### config.mk
export PLATFORM = sky130hd
export DESIGN_NAME = mem_arbiter
export DESIGN_NICKNAME = d
export VERILOG_FILES = /design/src/rtl/mem_arbiter.sv
export SDC_FILE = /design/constraint.sdc
export NUM_CORES = 1
export LEC_CHECK = 0
export ABC_CLOCK_PERIOD_IN_PS = 800
export BUFFER_PORTS_ARGS = -buffer_cell sky130_fd_sc_hd__buf_2
export CAP_MARGIN = 20
export CORE_AREA = 2 2 78 80
export CTS_BUF_LIST = sky130_fd_sc_hd__clkbuf_2 sky130_fd_sc_hd__clkbuf_4 sky130_fd_sc_hd__clkbuf_8
export DETAILED_ROUTE_END_ITERATION = 8
export DIE_AREA = 0 0 80 82
export HOLD_SLACK_MARGIN = 0.06
export SYNTH_ARGS = -nofsm -noshare
export SYNTH_HDL_FRONTEND = slang
export SYNTH_SLANG_ARGS = --single-unit
### constraint.sdc
create_clock -name clk -period 0.8 [get_ports clk]
set_input_delay 0 -clock clk [delete_from_list [all_inputs] [get_ports clk]]
set_output_delay 0 -clock clk [all_outputs]
set_load 0.01 [all_outputs]
### src/rtl/mem_arbiter.sv
// Arbiter sharing one single-port synchronous memory between a fetch port and a load/store port.
// Optional fetch starvation guard enabled by defining MEM_ARBITER_STARVE_GUARD_EN.
module mem_arbiter #(
  parameter int ADDR_W     = 10,
  parameter int DATA_W     = 32,
  parameter int STARVE_MAX = 4
) (
  input  logic              clk,
  input  logic              reset,
  input  logic              i_req,
  input  logic [ADDR_W-1:0] i_addr,
  output logic              i_gnt,
  output logic              i_rvalid,
  output logic [DATA_W-1:0] i_rdata,
  input  logic              d_req,
  input  logic              d_we,
  input  logic [ADDR_W-1:0] d_addr,
  input  logic [DATA_W-1:0] d_wdata,
  output logic              d_gnt,
  output logic              d_rvalid,
  output logic [DATA_W-1:0] d_rdata,
  output logic              mem_en,
  output logic              mem_we,
  output logic [ADDR_W-1:0] mem_addr,
  output logic [DATA_W-1:0] mem_wdata,
  input  logic [DATA_W-1:0] mem_rdata
);

  typedef enum logic [1:0] {
    IDLE = 2'd0,
    RD_I = 2'd1,
    RD_D = 2'd2
  } state_e;

  state_e state_q, state_d;
  logic   force_i;

`ifdef MEM_ARBITER_STARVE_GUARD_EN
  localparam int CNT_W = ($clog2(STARVE_MAX + 1) > 3) ? $clog2(STARVE_MAX + 1) : 3;
  localparam logic [CNT_W-1:0] CNT_MAX = CNT_W'(STARVE_MAX);

  logic [CNT_W-1:0] starve_q, starve_d;

  always_comb begin
    force_i  = i_req && (starve_q == CNT_MAX);
    starve_d = starve_q;
    if (i_gnt) begin
      starve_d = '0;
    end else if (i_req && (starve_q != CNT_MAX)) begin
      starve_d = starve_q + {{(CNT_W-1){1'b0}}, 1'b1};
    end else begin
      starve_d = starve_q;
    end
  end

  always_ff @(posedge clk) begin
    if (reset) begin
      starve_q <= '0;
    end else begin
      starve_q <= starve_d;
    end
  end
`else
  assign force_i = 1'b0;
`endif

  // Data side wins unless the starvation guard is forcing a fetch grant.
  always_comb begin
    i_gnt = 1'b0;
    d_gnt = 1'b0;
    if (!reset) begin
      if (d_req && !force_i) begin
        d_gnt = 1'b1;
      end else if (i_req) begin
        i_gnt = 1'b1;
      end else begin
        i_gnt = 1'b0;
      end
    end else begin
      i_gnt = 1'b0;
      d_gnt = 1'b0;
    end
  end

  always_comb begin
    mem_en    = i_gnt | d_gnt;
    mem_we    = d_gnt & d_we;
    mem_addr  = d_gnt ? d_addr : i_addr;
    mem_wdata = d_wdata;
  end

  // Track which port owns the read returning next cycle; stores leave nothing outstanding.
  always_comb begin
    if (i_gnt) begin
      state_d = RD_I;
    end else if (d_gnt && !d_we) begin
      state_d = RD_D;
    end else begin
      state_d = IDLE;
    end
  end

  always_ff @(posedge clk) begin
    if (reset) begin
      state_q <= IDLE;
    end else begin
      state_q <= state_d;
    end
  end

  // Reset suppresses a response that was still in flight when it arrived.
  assign i_rvalid = (state_q == RD_I) && !reset;
  assign d_rvalid = (state_q == RD_D) && !reset;
  assign i_rdata  = mem_rdata;
  assign d_rdata  = mem_rdata;

endmodule

# == Word-level counts from Yosys, hierarchy flattened ==
# Cells that the tools add are included.
# classes
reduce_logical,6
n_eq_ne,2
mul,0
n_bitwise,2
div,0
n_shift,0
mux,8
n_addsub,0
magnitude_cmp,0
# op_table
cell,count
10-bit 2-to-1 mux,1
1-bit 2-to-1 mux,6
1-bit logical AND,3
"2-bit by 1-bit == test with 1-bit output, second input constant",1
"2-bit == test, second input constant",1
1-bit logical NOT,2
2-bit 2-to-1 mux,1
2-bit OR reduction,1
1-bit AND,1
1-bit OR,1
# word_totals
latch_bits,0
word_cells,20
mem_bits_rw,0
input_bits,89
memories,0
mem_bits_ro,0
reg_bits,2

# == Depth between registers and ports, before layout ==
# Gate-level depths: netlist of run 1.
# logic_depth
word_depth,5
depth_mapped,3
ltp_nobuf,2

# == Worst setup path after synthesis of run 1 ==
# OpenSTA, ideal clock, no wires.
# synth_path
path_type,register to output
from,reg state_q[1]
to,out d_rvalid
required_ps,800
arrival_ps,619
slack_ps,181
path_stages_with_launch,2
cell_sequence,dfxtp_1 > nor3b_1
# synth_between
elab_chain_len,2
# synth_rtl
item,line_no,rtl
start: declaration,35,"state_e state_q, state_d;"
start signal: assignment,107,state_q <= state_d;
2-bit == test,113,assign d_rvalid = (state_q == RD_D) && !reset;
1-bit logical AND,113,
end: declaration,20,"output logic d_rvalid,"
# No other way between the ends.

# == Worst setup path in the final report of run 1 ==
# layout_path
from,reg state_q[0]
to,out i_rvalid
# layout_between
elab_chain_len,2
# layout_rtl
item,line_no,rtl
2-bit by 1-bit == test with 1-bit output,112,assign i_rvalid = (state_q == RD_I) && !reset;
1-bit logical AND,112,
end: declaration,13,"output logic i_rvalid,"
# No other way between the ends.

==> metrics.cfg, run 1 <==
[logic_synthesis]
yosys.area_share.simple=0.05995
synthArstFlopShare=0
yosys_warnings=0
ys_top_cells_by_count=96 x buf_4, 7 x mux2_4, 4 x nor2_1, 4 x nor3b_1, 3 x mux2_2
synthAdderAreaFrac=0
synth_area_leaders=buf_4 73%, mux2_4 11%, dfxtp_1 4.1%, mux2_2 3.4%, nor3b_1 3.1%
synth_area_leader_cell=buf_4
ys_ff_latch=2
synth_cell_type_count=9
synth_top_cell_area_share=0.7347
synth-edff-count=0
syn_inst=120
synth_most_common_cell=buf_4
synthMuxAreaShare=0.1416
seq_area_frac_synth=0.04082
synth_top_family_by_area=buffers and inverters
syn-cell-area_um2=980.9
synth_nets=209
synth_flop_cell=dfxtp_1
synth-compound-area-share=0
syn_area_per_cell_um2=8.175
synth_xor_area_frac=0

[routing]
drtAntennaViolNets=0
drc=0
drt_pass1_iterations=2
avgRoutedWirePerCell_um=11.89
dr_total_vias=718
detail_route.iter0.violations=6
routed_wl_mm=2.485
routed_via_density=3.435

[timing]
hold_viol=0
min_period_over_period=1.032
worstMarginPinSlew_ns=0.2589
setup_violations=2
clock.fmax_mhz=1211
setup_ws_ns=-0.02568
timing.slew.headroom=0.8268
rsz0062_at_grt=yes
slew_viol_final=0
holdWs_ns=0.07019
finalCriticalPeriod_ns=0.8257

[layout]
largestRegisters=state_q x2
design_area_um2=1328
n_antenna_cell=0
fin_nets=225
multi_input_area_um2=232.7
regArea_um2=42.54
syn_to_final_growth_pct=35.33
top_register=state_q
fillers=623
post-route-util=0.2311
drive_gt1_frac=0.4552
largest_reg_flops=2

[floorplanning]
die_h_um=82
rows=28
die_width_um=80
core_um2=5746
ios=201
design.die.area_um2=6560
initial_core_util=0.1707

[pwr]
switching_share=0.3328
p_int_uw=828.6
p_comb_frac=0.597
seqPwrFrac=0.087
switchingPower_uw=413.3
ir_drop_uv=651.0
leakagePower_nw=0.6352
p_per_area_nw_per_um2=935.5
power_frac_clock=0.316

[clocking]
cts_sinks=2
cts.clk_slew.worst_paths_ns=0.03
cts_tree=built
cts_buffers=3
root_buffer=clkbuf_8
clock_path_buffers=2
htreeDepth=1

[status]
violations=negative setup slack
outcome=finished with violations

[global_routing]
grt_max_degree=8
grt_antenna_before_repair=0
grt_pass1_wl_mm=2.642
track_usage=0.05278
grt_pass1_vias=622
grt-ovfl-total=0

[worst_hold_path]
hold_class=input port to flip-flop
min_to=state_q[0]
hold_path_depth=2
hp-start=i_req

[critical_path]
cp_max_fo=2
cp-start-kind=flip-flop
cp_top_family=flip-flops
arrival_ns=0.83
worst-setup-path-type=flip-flop to output pin
cp_slowest_cell=dfxtp_2
path_cells=nor3b_2 > buf_2
crit_buf_inv=1
endpoint_kind=output pin
cp.required_ns=0.80
max_stage_delay_ns=0.32

[place]
dpl_cell_area_um2=554.3
portBuffers=40
routabilityCongestion=0.5293
place_ws_ns=-0.03510

[run]
cap_viol_max_count=0

==> layout by cell type, fill, tap and decap left out <==
cell / count
nor3b_1: 2
buf_2: 33
dlygate4sd3_1: 65
nor2_1: 4
clkbuf_8: 3
nor3b_2: 2
inv_1: 2
mux2_4: 10
buf_4: 2
nand2b_4: 2
buf_6: 7
dfxtp_2: 2
==> kinds of logic after synthesis <==
group	count (synthesis)
buffers and inverters	99
AND/OR/NAND/NOR	9
multiplexers	10
flip-flops	2
==> through the flow <==
step,TNS (ns),cells,power (mW)
final,-0.04056,209,1.242
after global routing,-0.1378,209,1.309
after CTS,-0.03894,209,1.219
after detailed placement,-0.1264,140,0.3542
after global placement,-0.04355,140,0.3511
after floorplan,0,120,0.7281
==> worst max-delay path by stage <==
stage / slack [ns] / endpoint / startpoint / cells after the start
after floorplan: 0.18 / d_rvalid / state_q[1] / 1
after global placement: -0.01 / mem_addr[9] / reset / 4
after detailed placement: -0.04 / mem_addr[9] / reset / 4
after CTS: -0.03 / d_rvalid / state_q[1] / 2
after global routing: -0.07 / d_rvalid / state_q[1] / 2
final: -0.03 / i_rvalid / state_q[0] / 2
==> metal layers <==
metal	up-vias	global-route usage	routed length [um]
met5	-	0	0
met4	0	0.02203	0
met3	0	0.01209	303
met2	101	0.1100	1480
met1	312	0.04811	701
li1	305	-	-
==> area by class of cell <==
| cell class | count | area share |
|---|---|---|
| tap | 75 | 0.07069 |
| clock buffer | 3 | 0.03110 |
| timing repair buffer | 107 | 0.6852 |
| inverter | 2 | 0.005655 |
| multi-input combinational | 20 | 0.1753 |
| sequential | 2 | 0.03205 |
==> what timing repair did <==
item,in CTS,in global routing
cloned,1,0
hold buffers,65,0
buffers inserted,0,0
endpoints found under the setup margin,12,9
pin swaps,0,0
gates resized for setup,8,7
hold endpoints to repair,97,0
==> power by group through the flow <==
stage | combinational [mW] | sequential [mW] | clock [mW]
after floorplan | 0.621 | 0.107 | 0
after global placement | 0.244 | 0.107 | 0
after global routing | 0.789 | 0.108 | 0.411
after detailed placement | 0.247 | 0.108 | 0
after CTS | 0.705 | 0.108 | 0.406
final | 0.742 | 0.108 | 0.392
Note: power is estimated with default switching activity, not from simulation.
==> inputs of run 2 (changes only) <==
- ABC_AREA: not set -> 1
- GPL_ROUTABILITY_DRIVEN: not set -> 0
==> run 2 against run 1 <==
Effect of this change:
- the run still ends with negative setup slack left
- worst hold slack improved by 0.048 ns
- die area unchanged
- maximum frequency decreased by 1.1%
- highest routed layer is now met4
- largest power group unchanged
- setup slack got worse by 0.0089 ns
- first-iteration DRC count decreased by 33%
- design area decreased by 5.4%
- non-clock buffer count increased by 3
- sequential cell count unchanged
- synthesized area decreased by 1.4%
- routed wire length increased by 4.3%
==> metrics.cfg, run 2 <==
[pwr]
leakagePower_nw=0.6277  ; -1.2%
ir_drop_uv=616.0  ; -5.4%
p_per_area_nw_per_um2=945.1  ; +1.0%

[layout]
largestRegisters=state_q x2
n_antenna_cell=0  ; unchanged
top_register=state_q
drive_gt1_frac=0.3082  ; -0.1470
syn_to_final_growth_pct=29.88
fillers=645  ; +3.5%
largest_reg_flops=2  ; unchanged
design_area_um2=1256  ; -5.4%
layout_common_cells=66 x dlygate4sd3_1, 40 x buf_2, 21 x nand2_1, 10 x nand3_1
final_cells=234  ; +12%
layout_commonest_cell=dlygate4sd3_1
fin_nets=250  ; +11%
post-route-util=0.2186  ; -0.01241

[place]
portBuffers=40  ; unchanged
dp.cells=165  ; +18%
dpl_cell_area_um2=549.3  ; -0.90%
hpwl_mm=1.535

[logic_synthesis]
synth_area_leaders=buf_4 75%, nand2_1 8.2%, nand3_1 5.2%, dfxtp_1 4.1%, nor3_1 1.6%
syn_area_per_cell_um2=6.670  ; -18%
synthAdderAreaFrac=0  ; unchanged
synth_xor_area_frac=0  ; unchanged
synth_top_family_by_area=buffers and inverters
synth_most_common_cell=buf_4
synthArstFlopShare=0  ; unchanged
synthMuxAreaShare=0  ; -0.1416
synth-edff-count=0  ; unchanged
yosys.area_share.simple=0.1669  ; +0.1069
synth_flop_cell=dfxtp_1
synth-compound-area-share=0.005175  ; +0.005175
synth_top_cell_area_share=0.7451  ; +0.01045
yosys_warnings=0  ; unchanged
synth_area_leader_cell=buf_4
synth_cell_type_count=12  ; +3
seq_area_frac_synth=0.04140  ; +0.0005808
syn_inst=145  ; +21%
ys_top_cells_by_count=96 x buf_4, 21 x nand2_1, 10 x nand3_1, 4 x inv_1
ys_ff_latch=2  ; unchanged
synth_nets=234  ; +12%
syn-cell-area_um2=967.2  ; -1.4%

[critical_path]
arrival_ns=0.83  ; about the same
cp.required_ns=0.80  ; about the same
worst-setup-path-type=flip-flop to output pin
cp_max_fo=2  ; unchanged
endpoint_kind=output pin
cp-start-kind=flip-flop

[routing]
drt_pass1_iterations=4  ; +2
dr_total_vias=846  ; +18%
detail_route.iter0.violations=4  ; -2
routed_wl_mm=2.593  ; +4.3%
avgRoutedWirePerCell_um=11.08  ; -6.8%
routed_via_density=3.615  ; +5.2%
drc=0  ; unchanged
drtAntennaViolNets=0  ; unchanged

[timing]
setup_violations=2  ; unchanged
setup_ws_ns=-0.03455  ; -0.008866 ns
timing.slew.headroom=0.8389  ; +0.01210
clock.fmax_mhz=1198  ; -1.1%
worstMarginPinSlew_ns=0.2408  ; -0.01809 ns
hold_viol=0  ; unchanged
finalCriticalPeriod_ns=0.8345  ; +0.008866 ns
slew_viol_final=0  ; unchanged
holdWs_ns=0.1180  ; +0.04784 ns
min_period_over_period=1.043  ; +0.01108
rsz0062_at_grt=yes

[clocking]
clock_path_buffers=2  ; unchanged
cts_buffers=3  ; unchanged
cts_sinks=2  ; unchanged
cts_tree=built
post_cts_buffers=0  ; unchanged
root_buffer=clkbuf_8
cts.clk_slew.worst_paths_ns=0.03  ; about the same
htreeDepth=1  ; unchanged

[floorplanning]
die_width_um=80  ; unchanged
core_um2=5746  ; unchanged
rows=28  ; unchanged
initial_core_util=0.1683  ; -0.002395
ios=201  ; unchanged
die_h_um=82  ; unchanged
design.die.area_um2=6560  ; unchanged

[global_routing]
grt_pass1_wl_mm=2.884  ; +9.2%
track_usage=0.05873  ; +0.005953
grt-ovfl-total=0  ; unchanged
grt_antenna_before_repair=0  ; unchanged
grt_pass1_vias=654  ; +5.1%
grt_max_degree=15  ; +7

[worst_hold_path]
hold_class=input port to flip-flop

[status]
outcome=finished with violations
violations=negative setup slack

[run]
cap_viol_max_count=0  ; unchanged

-- run 2: logic make-up (layout without fill, tap and decap cells) --
| group | Yosys count | count (layout) |
|---|---|---|
| compound gates | 1 | 1 |
| simple gates | 38 | 38 |
| buf+inv | 104 | 118 |
| flops | 2 | 2 |
-- run 2: worst paths after layout --
| kind | from | endpoint | slack [ns] | cells past startpoint |
|---|---|---|---|---|
| setup / recovery | state_q[1] | i_rvalid | -0.03 | 4 |
| hold / removal | reset | state_q[0] | 0.12 | 3 |
-- run 2: final cells by class --
type                            instances  area [um^2]  share of cell area
Inverter                                5        18.77             0.01494
Tap cell                               75        93.84             0.07470
Clock buffer                            3        41.29             0.03287
Sequential cell                         2        40.04             0.03187
Multi-Input combinational cell         39        171.4              0.1365
Timing Repair Buffer                  110        890.9              0.7092
-- run 2: timing repair --
| action | CTS | global route |
|---|---|---|
| endpoints found under the hold margin | 98 | 0 |
| setup endpoints to repair | 2 | 6 |
| hold buffers | 66 | 0 |
| gates resized for setup | 0 | 1 |
-- run 2: metrics by stage --
| stage | setup WS [ns] | TNS (ns) | power, mW |
|---|---|---|---|
| 2_1_floorplan | 0.2160 | 0 | 0.7120 |
| 3_3_place_gp | 0.04832 | 0 | 0.3602 |
| 3_5_place_dp | 0.05314 | 0 | 0.3622 |
| 4_1_cts | -0.03113 | -0.03943 | 1.194 |
| 5_1_grt | -0.08260 | -0.1616 | 1.277 |
| 6_report | -0.03455 | -0.04194 | 1.187 |
-- run 2: layer usage --
metal,part of all wire,vias up,GRT usage
met5,0,-,0
met4,0.017,0,0.02542
met3,0.13,9,0.01099
met2,0.56,112,0.1175
met1,0.29,351,0.05848
li1,-,374,-
-- run 2: critical path, stage by stage (launching register included) --
cell and delay (ns):
dfxtp_1 0.29, inv_1 0.06, nand2_1 0.05, nor2_1 0.09, buf_2 0.15
-- run 2: power by group --
| group | total [mW] | switching [mW] | internal (mW) |
|---|---|---|---|
| sequential | 0.106 | 0.00137 | 0.105 |
| combinational | 0.688 | 0.350 | 0.338 |
| clock | 0.394 | 0.0756 | 0.318 |
==> inputs of run 3 (changes only) <==
- BUFFER_PORTS_ARGS: -buffer_cell sky130_fd_sc_hd__buf_2 -> not set
- CORE_AREA: 2 2 78 80 -> 2 2 77 79
- DIE_AREA: 0 0 80 82 -> 0 0 79 81
- DONT_BUFFER_PORTS: not set -> 1
==> run 3 against run 2 <==
Effect of this change:
- the flow now finishes without violations
- count of clock-buffer cells in the layout stayed put
- sequential power is essentially flat
- critical path depth down 3
- final cell count fell by 18%
- largest power group unchanged
==> metrics.cfg, run 3 (synthesis gave the netlist of run 2 again) <==
[critical_path]
cp_max_fo=2  ; unchanged
path_cells=nor3_2
cp_slowest_cell=dfxtp_2
max_stage_delay_ns=0.31  ; +0.02 ns
arrival_ns=0.75  ; -0.08 ns
cp_top_family=flip-flops
crit_buf_inv=0  ; -2
cp-start-kind=flip-flop
cp.required_ns=0.80  ; about the same
endpoint_kind=output pin
worst-setup-path-type=flip-flop to output pin

[layout]
layout_common_cells=66 x dlygate4sd3_1, 20 x nand2_1, 10 x nand3_1, 3 x inv_1, 3 x clkbuf_8
fillers=637  ; -1.2%
largest_reg_flops=2  ; unchanged
top_register=state_q
syn_to_final_growth_pct=8.797
drive_gt1_frac=0.1026  ; -0.2056
largestRegisters=state_q x2
fin_nets=208  ; -17%
regArea_um2=41.29  ; +3.1%
layout_commonest_cell=dlygate4sd3_1
final_cells=192  ; -18%
n_antenna_cell=0  ; unchanged
post-route-util=0.1854  ; -0.03324
multi_input_area_um2=181.4  ; +5.8%

[clocking]
ctsHoldBuffers=66  ; unchanged
root_buffer=clkbuf_8
cts.clk_slew.worst_paths_ns=0.03  ; about the same
cts_buffers=3  ; unchanged
post_cts_buffers=0  ; unchanged
clock_path_buffers=2  ; unchanged
htreeDepth=1  ; unchanged
cts_sinks=2  ; unchanged
cts_tree=built

[floorplanning]
ios=201  ; unchanged
core_um2=5675  ; -1.2%
die_width_um=79  ; -1.3%
design.die.area_um2=6399  ; -2.5%
die_h_um=81  ; -1.2%
rows=28  ; unchanged
initial_core_util=0.1704  ; +0.002078

[place]
hpwl_mm=1.530  ; -0.36%
place_ws_ns=0.1949  ; +0.1418 ns
portBuffers=0  ; -100%
dp.cells=123  ; -25%

[routing]
drtAntennaViolNets=0  ; unchanged
drt_pass1_iterations=4  ; unchanged
routed_wl_mm=2.422  ; -6.6%
drc=0  ; unchanged
dr_total_vias=715  ; -15%
detail_route.iter0.violations=10  ; +6
avgRoutedWirePerCell_um=12.61  ; +14%
routed_via_density=3.724  ; +3.0%

[timing]
setup_ws_ns=0.05348  ; +0.08802 ns
worstMarginPinSlew_ns=0.3744  ; +0.1336 ns
fin_setup_tns_ns=0  ; +0.04194 ns
setup_violations=0  ; -2
min_period_over_period=0.9332  ; -0.1100
clock.fmax_mhz=1340  ; +12%
hold_viol=0  ; unchanged
rsz0062_at_grt=no
finalCriticalPeriod_ns=0.7465  ; -0.08802 ns
slew_viol_final=0  ; unchanged
timing.slew.headroom=0.7478  ; -0.09117

[pwr]
p_per_area_nw_per_um2=1020  ; +7.9%
ir_drop_uv=449.4  ; -27%
leakagePower_nw=0.4529  ; -28%

[global_routing]
grt_pass1_vias=580  ; -11%
grt_pass1_wl_mm=2.559  ; -11%
track_usage=0.05782  ; -0.0009067
grt_antenna_before_repair=0  ; unchanged
grt_max_degree=15  ; unchanged
grt-ovfl-total=0  ; unchanged

[run]
cap_viol_max_count=0  ; unchanged

[status]
outcome=finished clean

[worst_hold_path]
hold_class=input port to output pin

==> run 3: power by group <==
part,total [mW],internal (mW),switching [mW]
Combinational,0.562,0.256,0.306
Clock,0.404,0.319,0.0857
Sequential,0.107,0.105,0.00231
==> run 3: per-layer routing <==
layer  track usage  vias to the layer above  share of wire
met5             0                        -              0
met4       0.05000                        0          0.028
met3       0.01222                        6           0.15
met2        0.1297                      121           0.58
met1       0.03645                      299           0.24
li1              -                      289              -
==> run 3: layout make-up <==
| cell class | count | share of cell area |
|---|---|---|
| clock buffers | 3 | 0.03924 |
| flip-flops and latches | 2 | 0.03924 |
| well taps | 75 | 0.08918 |
| repair buffers | 68 | 0.6421 |
| inverters | 5 | 0.01784 |
| multi-input cells | 39 | 0.1724 |
==> run 3: per-stage QoR <==
step	instance area, um^2	hold WS, ns	total power [mW]
after floorplan	967.2	0.04753	0.7120
after global placement	334.1	0.00006862	0.2295
after detailed placement	334.1	0.00006862	0.2308
after CTS	1041	0.03453	1.078
after global routing	1052	0.02284	1.120
final	1052	0.02038	1.074
==> run 3: worst paths after layout <==
check,from,end,slack (ns),cells after the start
max,state_q[0],d_rvalid,0.05,1
min,reset,i_rvalid,0.02,1
==> run 3: timing repair <==
item,CTS,global route
resized for setup,1,5
pin swaps,0,1
hold endpoints to repair,100,2
endpoints found under the setup margin,1,1
